[src/rtl/dmem_arbiter_if.sv]
// Bundle of the two requester ports and the data-memory port seen by
// dmem_arbiter. The arbiter connects through the slave modport; the
// requesters and the memory model connect through the master modport.
interface dmem_arbiter_if #(
    parameter int DW = 32
);
    logic          a_req;
    logic          a_we;
    logic [31:0]   a_addr;
    logic [DW-1:0] a_wdata;
    logic          a_gnt;
    logic          a_rvalid;
    logic [DW-1:0] a_rdata;
    logic          a_err;

    logic          b_req;
    logic          b_we;
    logic [31:0]   b_addr;
    logic [DW-1:0] b_wdata;
    logic          b_gnt;
    logic          b_rvalid;
    logic [DW-1:0] b_rdata;
    logic          b_err;

    logic [31:0]   mem_addr;
    logic [DW-1:0] mem_wdata;
    logic          mem_we;
    logic          mem_re;
    logic [DW-1:0] mem_rdata;

    modport slave (
        input  a_req, a_we, a_addr, a_wdata,
        output a_gnt, a_rvalid, a_rdata, a_err,
        input  b_req, b_we, b_addr, b_wdata,
        output b_gnt, b_rvalid, b_rdata, b_err,
        output mem_addr, mem_wdata, mem_we, mem_re,
        input  mem_rdata
    );

    modport master (
        output a_req, a_we, a_addr, a_wdata,
        input  a_gnt, a_rvalid, a_rdata, a_err,
        output b_req, b_we, b_addr, b_wdata,
        input  b_gnt, b_rvalid, b_rdata, b_err,
        input  mem_addr, mem_wdata, mem_we, mem_re,
        output mem_rdata
    );
endinterface

[src/rtl/dmem_arbiter.sv]
// Two-port arbiter/sequencer for the single-port data memory.
// Port A has fixed priority; B is forced through after MAX_WAIT
// consecutive losses. Optional performance counters are built when
// DMEM_ARB_PERF_EN is defined.
//
// state  | meaning
// PRIO_A | A wins a conflict (default)
// PRIO_B | B has waited MAX_WAIT cycles and wins the next conflict
module dmem_arbiter #(
    parameter int DW       = 32,
    parameter int DEPTH    = 32,
    parameter int MAX_WAIT = 4
) (
    input  logic               clock,
    input  logic               reset,
    dmem_arbiter_if.slave      bus
`ifdef DMEM_ARB_PERF_EN
    ,
    output logic [31:0]        perf_a_grants,
    output logic [31:0]        perf_b_grants,
    output logic [31:0]        perf_conflicts,
    output logic               perf_clr
`endif
);

    typedef enum logic {PRIO_A, PRIO_B} state_t;

    localparam logic [3:0]  WAIT_SAT  = 4'(MAX_WAIT);
    localparam logic [3:0]  WAIT_LAST = 4'(MAX_WAIT - 1);
    localparam logic [31:0] ADDR_LIM  = 32'(DEPTH);

    state_t        state, state_nxt;
    logic [3:0]    wait_cnt, wait_nxt;
    logic          gnt_a, gnt_b, gnt_any;
    logic [31:0]   sel_addr;
    logic [DW-1:0] sel_wdata;
    logic          sel_we;
    logic          sel_oob;
    logic          sel_wp;

    // Grant selection, starvation tracking and next-state decode.
    always_comb begin
        state_nxt = state;
        wait_nxt  = 4'd0;
        gnt_a     = 1'b0;
        gnt_b     = 1'b0;
        if (!reset) begin
            if (state == PRIO_B) begin
                if (bus.b_req)      gnt_b = 1'b1;
                else if (bus.a_req) gnt_a = 1'b1;
            end else begin
                if (bus.a_req)      gnt_a = 1'b1;
                else if (bus.b_req) gnt_b = 1'b1;
            end
        end
        if (bus.b_req && !gnt_b)
            wait_nxt = (wait_cnt == WAIT_SAT) ? wait_cnt : wait_cnt + 4'd1;
        case (state)
            PRIO_A: if (bus.b_req && !gnt_b && wait_cnt == WAIT_LAST) state_nxt = PRIO_B;
            PRIO_B: if (gnt_b || !bus.b_req) state_nxt = PRIO_A;
            default: state_nxt = PRIO_A;
        endcase
    end

    // State and starvation counter registers.
    always_ff @(posedge clock) begin
        if (reset) begin
            state    <= PRIO_A;
            wait_cnt <= 4'd0;
        end else begin
            state    <= state_nxt;
            wait_cnt <= wait_nxt;
        end
    end

    // Route the granted port onto the memory; illegal accesses never reach it.
    always_comb begin
        gnt_any   = gnt_a | gnt_b;
        sel_addr  = gnt_a ? bus.a_addr  : bus.b_addr;
        sel_wdata = gnt_a ? bus.a_wdata : bus.b_wdata;
        sel_we    = gnt_a ? bus.a_we    : bus.b_we;
        sel_oob   = sel_addr >= ADDR_LIM;
        sel_wp    = sel_we && (sel_addr == 32'd0);
        bus.a_gnt     = gnt_a;
        bus.b_gnt     = gnt_b;
        bus.mem_addr  = gnt_any ? sel_addr  : 32'd0;
        bus.mem_wdata = gnt_any ? sel_wdata : '0;
        bus.mem_we    = gnt_any && sel_we && !sel_oob && !sel_wp;
        bus.mem_re    = gnt_any && !sel_we && !sel_oob;
    end

    // Registered one-cycle response on the port that was granted.
    always_ff @(posedge clock) begin
        if (reset) begin
            bus.a_rvalid <= 1'b0;
            bus.a_rdata  <= '0;
            bus.a_err    <= 1'b0;
            bus.b_rvalid <= 1'b0;
            bus.b_rdata  <= '0;
            bus.b_err    <= 1'b0;
        end else begin
            bus.a_rvalid <= gnt_a;
            bus.b_rvalid <= gnt_b;
            bus.a_err    <= gnt_a && (sel_oob || sel_wp);
            bus.b_err    <= gnt_b && (sel_oob || sel_wp);
            if (gnt_a) bus.a_rdata <= bus.mem_re ? bus.mem_rdata : '0;
            if (gnt_b) bus.b_rdata <= bus.mem_re ? bus.mem_rdata : '0;
        end
    end

`ifdef DMEM_ARB_PERF_EN
    // Saturating grant/conflict counters; perf_clr pulses as one saturates.
    always_ff @(posedge clock) begin
        if (reset) begin
            perf_a_grants  <= 32'd0;
            perf_b_grants  <= 32'd0;
            perf_conflicts <= 32'd0;
            perf_clr       <= 1'b0;
        end else begin
            if (gnt_a && perf_a_grants != 32'hFFFF_FFFF)
                perf_a_grants <= perf_a_grants + 32'd1;
            if (gnt_b && perf_b_grants != 32'hFFFF_FFFF)
                perf_b_grants <= perf_b_grants + 32'd1;
            if (bus.a_req && bus.b_req && perf_conflicts != 32'hFFFF_FFFF)
                perf_conflicts <= perf_conflicts + 32'd1;
            perf_clr <= (gnt_a && perf_a_grants == 32'hFFFF_FFFE)
                     || (gnt_b && perf_b_grants == 32'hFFFF_FFFE)
                     || (bus.a_req && bus.b_req && perf_conflicts == 32'hFFFF_FFFE);
        end
    end
`endif

endmodule

[src/flat_wrapper.sv]
// flat-port wrapper written by rule: the top's interface ports become plain ports
module dmem_arbiter_flat 
#(
    parameter int DW       = 32,
    parameter int DEPTH    = 32,
    parameter int MAX_WAIT = 4
)
  (clock, reset, bus_a_req, bus_a_we, bus_a_addr, bus_a_wdata, bus_a_gnt, bus_a_rvalid, bus_a_rdata, bus_a_err, bus_b_req, bus_b_we, bus_b_addr, bus_b_wdata, bus_b_gnt, bus_b_rvalid, bus_b_rdata, bus_b_err, bus_mem_addr, bus_mem_wdata, bus_mem_we, bus_mem_re, bus_mem_rdata);
  dmem_arbiter_if #(.DW(DW)) bus_i ();
  input  logic clock;
  input  logic reset;
  input wire logic [$bits(bus_i.a_req)-1:0] bus_a_req;
  input wire logic [$bits(bus_i.a_we)-1:0] bus_a_we;
  input wire logic [$bits(bus_i.a_addr)-1:0] bus_a_addr;
  input wire logic [$bits(bus_i.a_wdata)-1:0] bus_a_wdata;
  output wire logic [$bits(bus_i.a_gnt)-1:0] bus_a_gnt;
  output wire logic [$bits(bus_i.a_rvalid)-1:0] bus_a_rvalid;
  output wire logic [$bits(bus_i.a_rdata)-1:0] bus_a_rdata;
  output wire logic [$bits(bus_i.a_err)-1:0] bus_a_err;
  input wire logic [$bits(bus_i.b_req)-1:0] bus_b_req;
  input wire logic [$bits(bus_i.b_we)-1:0] bus_b_we;
  input wire logic [$bits(bus_i.b_addr)-1:0] bus_b_addr;
  input wire logic [$bits(bus_i.b_wdata)-1:0] bus_b_wdata;
  output wire logic [$bits(bus_i.b_gnt)-1:0] bus_b_gnt;
  output wire logic [$bits(bus_i.b_rvalid)-1:0] bus_b_rvalid;
  output wire logic [$bits(bus_i.b_rdata)-1:0] bus_b_rdata;
  output wire logic [$bits(bus_i.b_err)-1:0] bus_b_err;
  output wire logic [$bits(bus_i.mem_addr)-1:0] bus_mem_addr;
  output wire logic [$bits(bus_i.mem_wdata)-1:0] bus_mem_wdata;
  output wire logic [$bits(bus_i.mem_we)-1:0] bus_mem_we;
  output wire logic [$bits(bus_i.mem_re)-1:0] bus_mem_re;
  input wire logic [$bits(bus_i.mem_rdata)-1:0] bus_mem_rdata;
  assign bus_i.a_req = bus_a_req;
  assign bus_i.a_we = bus_a_we;
  assign bus_i.a_addr = bus_a_addr;
  assign bus_i.a_wdata = bus_a_wdata;
  assign bus_a_gnt = bus_i.a_gnt;
  assign bus_a_rvalid = bus_i.a_rvalid;
  assign bus_a_rdata = bus_i.a_rdata;
  assign bus_a_err = bus_i.a_err;
  assign bus_i.b_req = bus_b_req;
  assign bus_i.b_we = bus_b_we;
  assign bus_i.b_addr = bus_b_addr;
  assign bus_i.b_wdata = bus_b_wdata;
  assign bus_b_gnt = bus_i.b_gnt;
  assign bus_b_rvalid = bus_i.b_rvalid;
  assign bus_b_rdata = bus_i.b_rdata;
  assign bus_b_err = bus_i.b_err;
  assign bus_mem_addr = bus_i.mem_addr;
  assign bus_mem_wdata = bus_i.mem_wdata;
  assign bus_mem_we = bus_i.mem_we;
  assign bus_mem_re = bus_i.mem_re;
  assign bus_i.mem_rdata = bus_mem_rdata;
  dmem_arbiter #(.DW(DW), .DEPTH(DEPTH), .MAX_WAIT(MAX_WAIT)) u_core (.clock(clock), .reset(reset), .bus(bus_i));
endmodule
[config.mk]
export PLATFORM = sky130hd
export DESIGN_NAME = dmem_arbiter_flat
export DESIGN_NICKNAME = d
export VERILOG_FILES = /design/src/rtl/dmem_arbiter_if.sv /design/src/rtl/dmem_arbiter.sv /design/src/flat_wrapper.sv
export SDC_FILE = /design/constraint.sdc
export NUM_CORES = 1
export LEC_CHECK = 0
export ABC_CLOCK_PERIOD_IN_PS = 2500
export BUFFER_PORTS_ARGS = -buffer_cell sky130_fd_sc_hd__buf_4
export CAP_MARGIN = 40
export CELL_PAD_IN_SITES_DETAIL_PLACEMENT = 0
export CELL_PAD_IN_SITES_GLOBAL_PLACEMENT = 1
export CORE_MARGIN = 5
export CORE_UTILIZATION = 27
export CTS_CLUSTER_SIZE = 24
export DETAILED_ROUTE_END_ITERATION = 10
export PLACE_DENSITY_LB_ADDON = 0.2
export SLEW_MARGIN = 0
export SYNTH_ARGS = -nofsm -noshare
export SYNTH_HDL_FRONTEND = slang
export SYNTH_SLANG_ARGS = --single-unit
[constraint.sdc]
create_clock -name clock -period 2.5 [get_ports clock]
set_clock_uncertainty 0.15 [all_clocks]
set_input_delay 0 -clock clock [delete_from_list [all_inputs] [get_ports clock]]
set_output_delay 0 -clock clock [all_outputs]
set_load 0.05 [all_outputs]
After elaboration in Yosys (flattened, before gate mapping)

Cells that the tools add are included.

Bits of input ports: 166
Word-level logic and storage cells: 51
Output and inout port bits: 136
Flip-flop bits (word level): 73

Order comparisons: 1
Reduce and logical (&&, ||, !) cells: 19
Equality and inequality tests: 2
Mux-type cells: 17
Bitwise operators: 3
Add/subtract/negate cells: 1

Operators with widths:

| operator              | number |
|---|---|
| $mux W32              | 5 |
| $ge A32 B6 Y1 const B | 1 |
| $logic_not A32 Y1     | 1 |
| $mux W1               | 11 |
| $logic_and A1 B1 Y1   | 10 |
| $logic_not A1 Y1      | 5 |
| $add A4 B1 Y4 const B | 1 |
| $eq A4 B2 Y1 const B  | 1 |
| $eq A4 B3 Y1 const B  | 1 |
| $logic_or A1 B1 Y1    | 2 |
| $not A1 Y1            | 2 |
| $pmux W1 S2           | 1 |
| $reduce_or A2 Y1      | 1 |
| $or A1 B1 Y1          | 1 |

Depth between registers and ports, before layout

Word-level depth: 9
Mapped depth: 7
Gate-level depth less buffers: 6

Least setup slack after synthesis

No wires, ideal clock.

Kind: reg2out
From: register u_core.state
To: output bus_mem_addr[22]
Path slack: 52 ps
Buffers on the path: 1
Data arrival time: 2298 ps
Data required time: 2350 ps
Cell stages (with the launch flop): 7
Path through: dfxtp_1 nand2_1 nand2_1 inv_1 clkbuf_1 nand2_1 a21oi_1

Word-level cells in the longest chain between the ends: 4
Elaborated cells between the ends (all ways): 7
Those cells by class: mux (6); bitwise (1)

Ends and longest elaborated chain:

| item                                            | line                                   | text |
|---|---|---|
| start, declared                                 | dmem_arbiter.sv:32                     | `state_t state, state_nxt;` |
| start signal, assigned                          | dmem_arbiter.sv:71                     | `state <= state_nxt;` |
| $mux W1 *                                       | dmem_arbiter.sv:48                     | `if (state == PRIO_B) begin` |
| $mux W1 *                                       | dmem_arbiter.sv:47                     | `if (!reset) begin` |
| named net bus_a_gnt                             | flat_wrapper.sv:16                     | `output wire logic [$bits(bus_i.a_gnt)-1:0] bus_a_gnt;` |
| $mux W32 / $or A1 B1 Y1 (equally long branches) | dmem_arbiter.sv:79, dmem_arbiter.sv:78 |  |
| $mux W32 *                                      | dmem_arbiter.sv:86                     | `bus.mem_addr = gnt_any ? sel_addr : 32'd0;` |
| end, declared                                   | flat_wrapper.sv:28                     | `output wire logic [$bits(bus_i.mem_addr)-1:0] bus_mem_addr;` |

Mark *: on every way through the listed nets, which the timed path passes. The rest lies on a longest branch.

Final worst setup path

From: input bus_b_req
To: output bus_mem_we

Word-level cells in the longest chain between the ends: 8
Elaborated cells between the ends (all ways): 18
Those cells by class: order compare (1); mux (9); bitwise (1); reduce/logical (7)

Ends and longest elaborated chain:

| item                                                           | line                                   | text |
|---|---|---|
| start, declared                                                | flat_wrapper.sv:20                     | `input wire logic [$bits(bus_i.b_req)-1:0] bus_b_req;` |
| $mux W1, on equally long branches                              | dmem_arbiter.sv:49, dmem_arbiter.sv:53 |  |
| $mux W1, on equally long branches                              | dmem_arbiter.sv:48, dmem_arbiter.sv:52 |  |
| $mux W1, on equally long branches                              | dmem_arbiter.sv:47, dmem_arbiter.sv:48 |  |
| $mux W32 / $mux W1 (equally long branches)                     | dmem_arbiter.sv:79, dmem_arbiter.sv:47 |  |
| $ge A32 B6 Y1 (tied with other cells)                          | dmem_arbiter.sv:82                     | `sel_oob = sel_addr >= ADDR_LIM;` |
| $logic_not A1 Y1 (tied with other cells)                       | dmem_arbiter.sv:88                     | `bus.mem_we = gnt_any && sel_we && !sel_oob && !sel_wp;` |
| $logic_and A1 B1 Y1 / $logic_not A1 Y1 (equally long branches) | dmem_arbiter.sv:88                     |  |
| $logic_and A1 B1 Y1 *                                          | dmem_arbiter.sv:88                     |  |
| end, declared                                                  | flat_wrapper.sv:30                     | `output wire logic [$bits(bus_i.mem_we)-1:0] bus_mem_we;` |

Every way passes the cells marked *; elsewhere a longest branch is shown, timed or not.

==> results.yml <==
yosys:
  yosysMostFrequentCell: "nand2_1"
  synth_ff_type: "dfxtp_1"
  ys_seq_elements: 73
  netlist_area_sq_um: 4290
  synth_top_area_share_pct: 34.1
  synth.distinct_cells: 36
  synth-edff-count: 0
  yosys.area_share.adder_pct: 0.583
  async_flop_share_pct: 0
  synth_top_family_by_area: "simple AND/OR/NAND/NOR gates"
  synthMuxAreaShare_pct: 0.991
  synthCells: 577
  ys_warn_count: 0
  synth-compound-area-share_pct: 26.6
  synth_common_cells: "163 x nand2_1, 73 x dfxtp_1, 67 x a21oi_1"
  synth_top_cell_by_area: "dfxtp_1"
  synthTopCellsByArea: "dfxtp_1 34%, o31ai_2 14%, nand2_1 14%"
  synth_xor_area_share_pct: 0.204
  synth-seq-area-share_pct: 34.1
  syn_area_per_cell_sq_um: 7.44
  syn_nets: 745
  yosys.area_share.simple_pct: 28.3
floorplan:
  num_io_pins: 302
  design.die.area_sq_um: 18500
  die_h_microns: 136
  initial_core_util_pct: 27.3
  num_rows: 46
  core_sq_um: 15700
  die_w_microns: 136
clocking:
  cts.reportedPaths.clkPinSlew_ns: 0.06
  cts_tree: "done"
  cts_made_buffers: 9
  clock_latency_ns: 0.32
  postCtsSetupBuffers: 0
  h-tree-depth: 3
  cts-root-buf: "clkbuf_16"
  clock_path_buffers: 2
  cts_sinks: 73
timing:
  timing.setup.tns_ns: 0
  layout_min_cycle_time_ns: 2.40
  worst_slew_pin_slew_ns: 0.714
  finalMaxSlewViolations: 0
  setup_violations: 0
  hold_viol: 0
  fin_crit_sh_pct: 95.9
  fmax_mhz: 417
  rsz0062_at_grt: "false"
  maxSlewHeadroom_pct: 52.4
  timing.hold.ws_ns: 0.0235
power:
  p_leak_nw: 3.42
  comb_power_share_pct: 26.0
  p_int_mw: 2.40
  switchingPower_mw: 1.03
  cellPowerDensity_nw_per_um2: 462
  total_power_mw: 3.43
  p_sw_share_pct: 30.0
  p_seq_share_pct: 34.1
  peakVddDrop_v: 0.000326
  power_frac_clock_pct: 39.9
grt:
  grt.met3_usage_pct: 6.74
  grt-ovfl-total: 0
  grt_pass1_vias: 5623
  grt_util_met1_pct: 20.3
  track_usage_pct: 20.1
  grt_max_degree: 66
  grt-busiest-layer: "met2"
  grt_pass1_wl_microns: 29200
  use_met2_pct: 37.9
  antenna_found_initial: 0
route:
  wirelength_microns: 19700
  drc: 0
  drt-initial-drc-count: 288
  drt.antenna.violating_nets: 0
  via_per_inst: 4.88
  dr.pass1.iters: 4
  wl_per_cell_microns: 17.8
  vias: 5396
finish:
  drive_gt1_share_pct: 44.3
  n_antenna_cell: 0
  nFillCells: 1600
  synthToLayoutAreaGrowth_pct: 72.9
  multi_input_area_sq_um: 2480
  instances_no_fill: 1106
  fin_area_sq_um: 7420
  fin_nets: 1053
  regArea_sq_um: 1460
worst_setup_path:
  criticalPathCategory: "input port to primary output"
  path_buf_inv: 4
  cpPeakStageDelay_ns: 0.57
  endpoint_kind: "primary output"
  slowest_stage: "dlygate4sd3_1"
  critPathMaxFanout: 33
  crit_top_cell: "buf_4"
  crit_family: "buffers and inverters"
  cp.arrival_ns: 2.25
  required_ns: 2.35
  startpoint_type: "input port"
  crit_chain: "dlygate4sd3_1 -> buf_4 -> nand2_1 -> nand2_2 -> buf_4 -> mux2_2 -> and4_1 -> buf_4"
placed_design:
  numPlacedInstances: 1057
  portBuffers: 301
  hpwl_microns: 15500
  place_congestion: 0.875
  dpl-instance-area_sq_um: 6770
outcome:
  status: "completed"
worst_hold_path:
  hold_path.class: "input port to flop"
flow_run:
  maxCapViolations: 0
==> through the flow <==
step	worst slack, ns	utilization [%]
6_report	0.102	47.2
4_1_cts	0.0841	47.2
3_3_place_gp	0.460	43.1
5_1_grt	0.00604	47.2
2_1_floorplan	0.0519	-
3_5_place_dp	0.418	43.1
==> cell families after synthesis <==
family,Yosys count
buffers and inverters,93
AND/OR/NAND/NOR,265
adder cells (fa/ha/maj),2
XOR/XNOR,1
multiplexers,4
flip-flops,73
AO/OA/AOI/OAI,139
==> area by class of cell <==
class / count / share of cell area (%)
Clock buffer: 10 / 3.09
Tap cell: 216 / 3.64
Timing Repair Buffer: 351 / 37.0
Clock inverter: 6 / 1.21
Inverter: 39 / 1.97
Sequential cell: 73 / 19.7
Multi-Input combinational cell: 411 / 33.4
==> flip-flops by register name (all words and copies together) (netlist names) <==
register,count
u_core.bus.a_rvalid,1
u_core.bus.b_rdata,32
u_core.bus.a_err,1
u_core.bus.a_rdata,32
u_core.state,1
u_core.bus.b_rvalid,1
u_core.wait_cnt,4
u_core.bus.b_err,1
==> worst paths after layout <==
check / to / startpoint / slack (ns) / cells past startpoint
worst max register to register: u_core.bus.a_rdata[29]$_SDFFE_PP0N_ / u_core.state$_SDFF_PP0_ / 0.49 / 5
worst min-delay path: u_core.bus.b_err$_SDFF_PP0_ / bus_a_addr[0] / 0.02 / 4
worst min register to register: u_core.bus.a_rdata[18]$_SDFFE_PP0N_ / u_core.bus.a_rdata[18]$_SDFFE_PP0N_ / 0.31 / 2
worst max-delay path: bus_mem_we / bus_b_req / 0.10 / 8
==> power groups by stage <==
stage	combinational, mW	clock (mW)	sequential, mW
final	0.890	1.37	1.17
after global routing	0.942	1.45	1.17
after CTS	0.895	1.40	1.17
after detailed placement	0.850	0	1.19
after global placement	0.842	0	1.19
after floorplan	0.428	0	1.20
==> what timing repair did <==
item,CTS,global route
gates resized for setup,0,1
hold buffers,33,0
endpoints found under the hold margin,69,0
setup endpoints to repair,0,2
==> cell usage in the layout, fill, tap and decap left out, types with 2 or more instances in the layout <==
cell type,n
ha_1,2
buf_12,2
nor3_1,2
inv_1,37
nor4_1,12
mux2i_1,2
nand3b_1,4
dlygate4sd3_1,33
buf_4,315
a31oi_1,2
clkbuf_16,9
o31ai_1,15
nor2_1,4
a21oi_1,66
bufinv_16,2
nand3_1,36
nand2_1,162
o31ai_2,49
nand4_1,34
dfxtp_1,73
mux2_2,2
inv_6,2
==> per-layer routing <==
metal  wire length [microns]  vias to the layer above
met4                     605                        0
met1                    7080                     2516
met2                   10400                      216
met5                       0                        -
li1                        -                     2631
met3                    1690                       33
==> worst min-delay path, cell delays in order <==
cell and delay [ns]:
buf_4 0.08, nand3b_1 0.09, mux2_2 0.17, a31oi_1 0.09
Power figures use the tool's default switching activity.
